## config.mk

```make
export PLATFORM = sky130hd
export DESIGN_NAME = frame_pattern_writer
export DESIGN_NICKNAME = d
export VERILOG_FILES = /design/src/rtl/frame_pattern_writer.sv
export SDC_FILE = /design/constraint.sdc
export NUM_CORES = 1
export LEC_CHECK = 0
export CORE_AREA = 2 2 94 96
export DETAILED_ROUTE_END_ITERATION = 7
export DIE_AREA = 0 0 96 98
export HOLD_SLACK_MARGIN = 0.1
export SLEW_MARGIN = 10
export SYNTH_ARGS = -nofsm -noshare
export SYNTH_HDL_FRONTEND = slang
export SYNTH_SLANG_ARGS = --single-unit
```

## constraint.sdc

```tcl
create_clock -name clk_50m -period 2.8 [get_ports clk_50m]
set_input_delay 0.56 -clock clk_50m [delete_from_list [all_inputs] [get_ports clk_50m]]
set_output_delay 0.56 -clock clk_50m [all_outputs]
set_load 0.005 [all_outputs]
```

## src/rtl/frame_pattern_writer.sv

```systemverilog
// rtl/frame_pattern_writer.sv - triggered, back-pressure-aware RGB565 test frame generator
module frame_pattern_writer #(
    parameter int H_DISP      = 800,
    parameter int V_DISP      = 480,
    parameter int BAR_W       = 100,
    parameter int CHECK_SHIFT = 5
) (
    input  logic        clk_50m,
    input  logic        rst_n,
    input  logic        sdram_init_done,
    input  logic        start,
    input  logic [1:0]  pattern_sel,
    input  logic [15:0] fg_color,
    input  logic        wr_full,
    output logic        wr_en,
    output logic [15:0] wr_data,
    output logic        busy,
    output logic        frame_done
);

    localparam int              BW       = (BAR_W > 1) ? $clog2(BAR_W) : 1;
    localparam logic [10:0]     X_LAST   = 11'(H_DISP - 1);
    localparam logic [10:0]     Y_LAST   = 11'(V_DISP - 1);
    localparam logic [BW-1:0]   BAR_LAST = BW'(BAR_W - 1);

    typedef enum logic [1:0] {
        S_IDLE  = 2'd0,
        S_WRITE = 2'd1,
        S_DONE  = 2'd2
    } state_t;

    state_t        state;
    state_t        state_next;
    logic [10:0]   x;
    logic [10:0]   y;
    logic [10:0]   xy;
    logic [BW-1:0] bar_cnt;
    logic [2:0]    bar_idx;
    logic [1:0]    pat_q;
    logic [15:0]   fg_q;
    logic [15:0]   pix_data;
    logic [15:0]   bar_color;
    logic          last_pix;
    logic          launch;
    logic          issue;
    logic          wr_en_next;
    logic          busy_next;
    logic          frame_done_next;

    assign last_pix = (x == X_LAST) && (y == Y_LAST);
    assign xy       = x ^ y;

    // State register
    always_ff @(posedge clk_50m or negedge rst_n) begin
        if (!rst_n) begin
            state <= S_IDLE;
        end else begin
            state <= state_next;
        end
    end

    // Next-state logic; a start arriving while frame_done is still high is dropped
    // because the previous frame has not fully retired yet
    always_comb begin
        state_next = state;
        case (state)
            S_IDLE: begin
                if (start && sdram_init_done && !frame_done) begin
                    state_next = S_WRITE;
                end
            end
            S_WRITE: begin
                if (!sdram_init_done) begin
                    state_next = S_IDLE;
                end else if (!wr_full && last_pix) begin
                    state_next = S_DONE;
                end
            end
            S_DONE:  state_next = S_IDLE;
            default: state_next = S_IDLE;
        endcase
    end

    // Output decode: next values for the registered strobes
    always_comb begin
        launch          = (state == S_IDLE) && (state_next == S_WRITE);
        issue           = (state == S_WRITE) && sdram_init_done && !wr_full;
        wr_en_next      = issue;
        frame_done_next = (state == S_DONE);
        busy_next       = (state_next != S_IDLE) || frame_done_next;
    end

    // Colour-bar table lookup by current bar index
    always_comb begin
        case (bar_idx)
            3'd0:    bar_color = 16'hFFFF;
            3'd1:    bar_color = 16'hFFE0;
            3'd2:    bar_color = 16'h07FF;
            3'd3:    bar_color = 16'h07E0;
            3'd4:    bar_color = 16'hF81F;
            3'd5:    bar_color = 16'hF800;
            3'd6:    bar_color = 16'h001F;
            default: bar_color = 16'h0000;
        endcase
    end

    // Pixel value for the current (x, y) under the latched pattern
    always_comb begin
        case (pat_q)
            2'd0:    pix_data = fg_q;
            2'd1:    pix_data = bar_color;
            2'd2:    pix_data = xy[CHECK_SHIFT] ? fg_q : 16'h0000;
            default: pix_data = {x[9:5], x[9:4], x[9:5]};
        endcase
    end

    // Datapath: latch request, walk raster counters, register FIFO outputs
    always_ff @(posedge clk_50m or negedge rst_n) begin
        if (!rst_n) begin
            wr_en      <= 1'b0;
            wr_data    <= 16'h0000;
            busy       <= 1'b0;
            frame_done <= 1'b0;
            x          <= '0;
            y          <= '0;
            bar_cnt    <= '0;
            bar_idx    <= '0;
            pat_q      <= '0;
            fg_q       <= '0;
        end else begin
            wr_en      <= wr_en_next;
            busy       <= busy_next;
            frame_done <= frame_done_next;
            if (launch) begin
                pat_q   <= pattern_sel;
                fg_q    <= fg_color;
                x       <= '0;
                y       <= '0;
                bar_cnt <= '0;
                bar_idx <= '0;
            end else if (issue) begin
                wr_data <= pix_data;
                if (x == X_LAST) begin
                    x       <= '0;
                    y       <= y + 11'd1;
                    bar_cnt <= '0;
                    bar_idx <= '0;
                end else begin
                    x <= x + 11'd1;
                    if (bar_cnt == BAR_LAST) begin
                        bar_cnt <= '0;
                        if (bar_idx != 3'd7) begin
                            bar_idx <= bar_idx + 3'd1;
                        end
                    end else begin
                        bar_cnt <= bar_cnt + BW'(1);
                    end
                end
            end
        end
    end

endmodule

```

### Word level (Yosys, flattened, before mapping)

Index checks and enable logic that the tools add are counted.

| storage, ports and cells | value |
|---|---|
| output and inout bits | 19 |
| bits in registers | 71 |
| input port bits | 23 |
| word-level logic and storage cells | 75 |

| cells by class | value |
|---|---|
| bitwise operators | 2 |
| reduce and logical (&&, ||, !) cells | 21 |
| muxes and demuxes | 22 |
| add/sub/neg operators | 4 |
| equality and inequality tests | 15 |

Operator list:

| cell | count |
|---|---|
| $pmux W16 S7 | 1 |
| $mux W11 | 6 |
| $pmux W16 S3 | 1 |
| $mux W7 | 4 |
| $add A11 B1 Y11 const B | 2 |
| $mux W16 | 1 |
| $mux W3 | 5 |
| $eq A11 B10 Y1 const B | 1 |
| $eq A11 B9 Y1 const B | 1 |
| $eq A3 B3 Y1 const B | 3 |
| $add A7 B1 Y7 const B | 1 |
| $eq A7 B7 Y1 const B | 1 |
| $logic_and A1 B1 Y1 | 7 |
| $eq A2 B1 Y1 const B | 3 |
| $eq A3 B2 Y1 const B | 2 |
| $mux W2 | 3 |
| $reduce_bool A2 Y1 | 3 |
| $reduce_bool A3 Y1 | 2 |
| $xor A6 B6 Y6 | 1 |
| $eq A2 B2 Y1 const B | 2 |
| $logic_not A2 Y1 | 2 |
| $pmux W2 S2 | 1 |
| $reduce_and A2 Y1 | 2 |
| $add A3 B1 Y3 const B | 1 |
| other kinds (7) | 8 |

### Longest topological paths before layout

| depth | value |
|---|---|
| depth in word-level cells | 10 |
| mapped depth | 8 |
| mapped depth without buffers | 6 |

### Worst setup path before layout

No wires, ideal clock.

| timing | value |
|---|---|
| kind | reg2reg |
| start point | register bar_idx[0] |
| end point | register bar_idx[2] |
| slack | 0.994 ns |
| arrival | 1.706 ns |
| buffers on the path | 0 |
| data required time | 2.699 ns |
| clock period less this slack | 1.806 ns |
| setup time | 0.101 ns |
| stages on the path, launching flop included | 6 |
| cell sequence | dfrtp_1 -> ha_1 -> ha_1 -> or4_1 -> nand3b_1 -> o32ai_1 |

| between the ends | value |
|---|---|
| cells in the longest elaborated chain, start to end | 6 |
| elaborated cells on any way between the ends | 9 |
| those cells by class | add/sub: 1; eq/ne: 1; mux: 5; reduce/logical: 2 |

Ends and longest elaborated chain:

| what | line | RTL |
|---|---|---|
| start, declared | 38 | `logic [2:0] bar_idx;` |
| start signal, assigned | 153 | `bar_idx <= bar_idx + 3'd1;` |
| $add A3 B1 Y3 | 153 |  |
| $mux W3 | 152 | `if (bar_idx != 3'd7) begin` |
| $mux W3 | 150 | `if (bar_cnt == BAR_LAST) begin` |
| $mux W3 | 143 | `if (x == X_LAST) begin` |
| $mux W3 | 141 | `end else if (issue) begin` |
| $mux W3 | 134 | `if (launch) begin` |

Several ways; a longest one is shown, not always the timed one. The select of a mux whose other input is x is not followed.
A chain may end at the register's enable or synchronous reset.

### Worst setup path in the final report

| timing | value |
|---|---|
| start point | input sdram_init_done |
| end point | register x[9] |

| between the ends | value |
|---|---|
| cells in the longest elaborated chain, start to end | 7 |
| elaborated cells on any way between the ends | 11 |
| those cells by class | eq/ne: 1; mux: 4; reduce/logical: 6 |

Ends and longest elaborated chain:

| what | line | RTL |
|---|---|---|
| start, declared | 10 | `input logic sdram_init_done,` |
| $logic_and A1 B1 Y1 (2 in a row) | 68 | `if (start && sdram_init_done && !frame_done) begin` |
| $mux W2 | 68 |  |
| $pmux W2 S2 | 66 | `case (state)` |
| $eq A2 B1 Y1 | 86 | `launch = (state == S_IDLE) && (state_next == S_WRITE);` |
| $logic_and A1 B1 Y1 | 86 |  |
| $mux W11 / $reduce_bool A2 Y1 (equally long branches) | -- |  |
| end signal, assigned | 149 | `x <= x + 11'd1;` |
| end, declared | 34 | `logic [10:0] x;` |

Several ways; a longest one is shown, not always the timed one.

==> impl_metrics.env <==
export IMPL_yosys_cell_types_count=47
export IMPL_insertedDiodeCount=0
export IMPL_drv_slew=0
export IMPL_dp_worst_setup_slack_ps=326
export IMPL_reg2reg_to="y[4]$_DFFE_PN0P_"
export IMPL_yosysWarningCount=0
export IMPL_synthTopCellsByArea="sky130_fd_sc_hd__dfrtp_1 51%, sky130_fd_sc_hd__nand2_1 10%, sky130_fd_sc_hd__ha_1 3.2%, sky130_fd_sc_hd__nor2_1 2.9%, sky130_fd_sc_hd__a31oi_1 2.7%"
export IMPL_num_vias=2850
export IMPL_fmaxAchievable_mhz=470
export IMPL_antenna_found_initial=0
export IMPL_worst_clock_skew_ps=13.3
export IMPL_worstHoldPathType="in2async"
export IMPL_fin_area_sq_mm=0.00425
export IMPL_synthToLayoutAreaGrowth_pct=21.9
export IMPL_die_area_sq_mm=0.00941
export IMPL_slew_of_the_pin_with_the_lowest_slew_margin_ps=501
export IMPL_grt_use_total_pct=18.9
export IMPL_cts_hold_fix_buffers=0
export IMPL_cts_htree_levels=3
export IMPL_rsz0062_at_grt="no"
export IMPL_floorplan_die_height_um=98
export IMPL_syn_area_sq_mm=0.00349
export IMPL_vdd_drop_max_v=0.000299
export IMPL_cellLeakagePower_uw=0.00184
export IMPL_overflow=0
export IMPL_post_layout_total_power_uw=2640
export IMPL_slew_limit_headroom_pct=66.6
export IMPL_cell_by_cell_trace_of_the_critical_path="clkdlybuf4s50_1 -> nor2b_1 -> buf_4 -> o2111ai_2 -> or4_1 -> a21oi_1"
export IMPL_route_final_wire_length_um=7830
export IMPL_placed_area_sq_mm=0.00404
export IMPL_cts_tree="done"
export IMPL_cts_sinks=71
export IMPL_placement_rows=34
export IMPL_critical_path_buf_inv_count=2
export IMPL_finalSetupViolations=0
export IMPL_yosysTopAreaCell="sky130_fd_sc_hd__dfrtp_1"
export IMPL_fillCellCount=800
export IMPL_post_route_drc_count=0
export IMPL_multi_input_comb_area_sq_mm=0.00159
export IMPL_hold_viol=0
export IMPL_final_critical_path_setup_slack_ps=671
export IMPL_fin_nets=447
export IMPL_drt_wirelength_per_cell_um=14.8
export IMPL_place_hpwl_um=5350
export IMPL_worstPathRequired_ps=3060
export IMPL_cts_resized=0
export IMPL_num_io_pins=42
export IMPL_crit_path_max_fanout=9
export IMPL_postSynth_asyncResetShare_pct=100
export IMPL_yosysTopAreaCellShare_pct=51.0
export IMPL_syn_nets=403
export IMPL_holdWs_ps=224
export IMPL_die_x_um=96
export IMPL_worst_r2r_path_depth=5
export IMPL_drt_iter0_markers=143
export IMPL_number_of_synthesized_flops_with_an_enable_pin=0
export IMPL_clock_tree_root="sky130_fd_sc_hd__clkbuf_8"
export IMPL_syn_inst=371
export IMPL_design_core_area_sq_mm=0.00847
export IMPL_synth_seq_area_share_pct=51.0
export IMPL_tritoncts_num_buffers=9
export IMPL_grt_pass1_vias=2859
export IMPL_crit_path_max_incr_delay_ps=510
export IMPL_place_congestion=0.762
export IMPL_synthesis_area_per_instance_sq_um=9.40
export IMPL_vias_per_cell=5.40
export IMPL_drt_pass1_iter_count=5
export IMPL_reg2reg_slack_ps=830
export IMPL_p_per_area_mw_per_mm2=622
export IMPL_cp_depth=6
export IMPL_drive_gt1_share_pct=8.33
export IMPL_sequential_cell_area_in_the_final_layout_sq_mm=0.00178
export IMPL_cts_max_path_buffers=2
export IMPL_timing_critical_path_arrival_ps=2390
export IMPL_wire_length_of_the_first_global_routing_pass_um=14100
export IMPL_portBuffers=41
export IMPL_synth_seq_cells=71
export IMPL_cp_slowest_cell="sky130_fd_sc_hd__or4_1"
export IMPL_timing_critical_path_max_delay_family="simple AND/OR/NAND/NOR gates"
export IMPL_clkLatencyLatePin_ps=350
export IMPL_grt_max_degree=72
export IMPL_period_needed_ps=2130
export IMPL_regToRegStartpoint="x[0]$_DFFE_PN0P_"
export IMPL_setup_worst_path_class="in2reg"
export IMPL_cts_clk_slew_worst_paths_ps=80
export IMPL_run_status="completed"
export IMPL_floorplan_initialDensity_pct=41.2
export IMPL_detail_route_antenna_nets=0
export IMPL_max_cap_viol_count=0
export IMPL_post_cts_buffers=0
export IMPL_setup_total_negative_slack_ps=0
export IMPL_cp_end_kind="flop"
export IMPL_period_share_pct=76.0
export IMPL_crit_path_start_kind="input port"
export IMPL_synth_flop_cell="sky130_fd_sc_hd__dfrtp_1"
[registers in the layout, summed over array words and instances, names as in the netlist]
name        cells
fg_q           16
wr_data        16
x              11
y              11
bar_cnt         7
bar_idx         3
pat_q           2
state           2
busy            1
frame_done      1
wr_en           1
[stage by stage]
| step | util [%] | cells |
|---|---|---|
| 3_5_place_dp | 47.8 | 512 |
| 5_1_grt | 50.2 | 528 |
| 6_report | 50.2 | 528 |
| 3_3_place_gp | 47.8 | 512 |
| 2_1_floorplan | - | 371 |
| 4_1_cts | 50.2 | 528 |
[routing by layer]
layer	global-route usage (%)	routed length [um]	share of wire [%]
met5	0	0	0
met1	28.5	3910	50
met3	2.85	167	2.1
met2	27.5	3680	47
met4	6.92	75	0.96
[area by class of cell]
type	count	area share [%]
timing repair buffer	52	12.1
multi-input combinational	275	37.4
inverter	6	0.648
clock buffer	10	3.24
sequential	71	41.8
clock inverter	6	1.62
tap	108	3.18
[cell usage in the layout (no fill, tap or decap), types with 3 or more instances in the layout]
master	instances
sky130_fd_sc_hd__a21oi_1	9
sky130_fd_sc_hd__a31oi_1	15
sky130_fd_sc_hd__and3_1	4
sky130_fd_sc_hd__buf_4	9
sky130_fd_sc_hd__clkbuf_8	10
sky130_fd_sc_hd__clkdlybuf4s50_1	40
sky130_fd_sc_hd__dfrtp_1	71
sky130_fd_sc_hd__ha_1	9
sky130_fd_sc_hd__inv_1	5
sky130_fd_sc_hd__nand2_1	93
sky130_fd_sc_hd__nand3_1	18
sky130_fd_sc_hd__nand4_1	8
sky130_fd_sc_hd__nor2_1	27
sky130_fd_sc_hd__nor2b_1	3
sky130_fd_sc_hd__nor3_1	4
sky130_fd_sc_hd__o211ai_1	12
sky130_fd_sc_hd__o21ai_0	10
sky130_fd_sc_hd__o311ai_1	3
sky130_fd_sc_hd__o31ai_1	4
sky130_fd_sc_hd__or3_1	8
sky130_fd_sc_hd__or4_1	10
sky130_fd_sc_hd__xor2_1	6
[cell usage after synthesis (3+ instances only)]
library cell,instances
sky130_fd_sc_hd__nand2_1,93
sky130_fd_sc_hd__dfrtp_1,71
sky130_fd_sc_hd__nor2_1,27
sky130_fd_sc_hd__nand3_1,18
sky130_fd_sc_hd__a31oi_1,15
sky130_fd_sc_hd__o211ai_1,12
sky130_fd_sc_hd__o21ai_0,10
sky130_fd_sc_hd__or4_1,10
sky130_fd_sc_hd__a21oi_1,9
sky130_fd_sc_hd__clkbuf_1,9
sky130_fd_sc_hd__ha_1,9
sky130_fd_sc_hd__buf_2,8
sky130_fd_sc_hd__nand4_1,8
sky130_fd_sc_hd__or3_1,8
sky130_fd_sc_hd__xor2_1,6
sky130_fd_sc_hd__inv_1,5
sky130_fd_sc_hd__and3_1,4
sky130_fd_sc_hd__nor3_1,4
sky130_fd_sc_hd__o31ai_1,4
sky130_fd_sc_hd__nor2b_1,3
sky130_fd_sc_hd__o311ai_1,3
[how the worst max path moves through the flow]
stage | from | slack (ps) | end
finish | sdram_init_done | 670 | x[9]$_DFFE_PN0P_
global route | wr_full | 540 | y[7]$_DFFE_PN0P_
CTS | sdram_init_done | 690 | x[9]$_DFFE_PN0P_
detailed placement | wr_full | 330 | y[4]$_DFFE_PN0P_
global placement | wr_full | 380 | y[3]$_DFFE_PN0P_
floorplan | bar_idx[0]$_DFFE_PN0P_ | 990 | bar_idx[2]$_DFFE_PN0P_
[cells by family (layout without fill, tap and decap cells)]
family / count (synthesis) / in the layout / share of synthesized area (%)
flip-flops: 71 / 71 / 51.0
buffers and inverters: 25 / 74 / 3.44
AO/OA/AOI/OAI: 68 / 68 / 13.3
adder cells (fa/ha/maj): 9 / 9 / 3.23
AND/OR/NAND/NOR: 190 / 190 / 27.0
XOR/XNOR: 8 / 8 / 2.01
[power breakdown]
group	switching (uW)	total (uW)	internal (uW)
registers	110	1280	1170
logic	223	510	286
clock network	410	851	440
(Power assumes the default switching activity.)
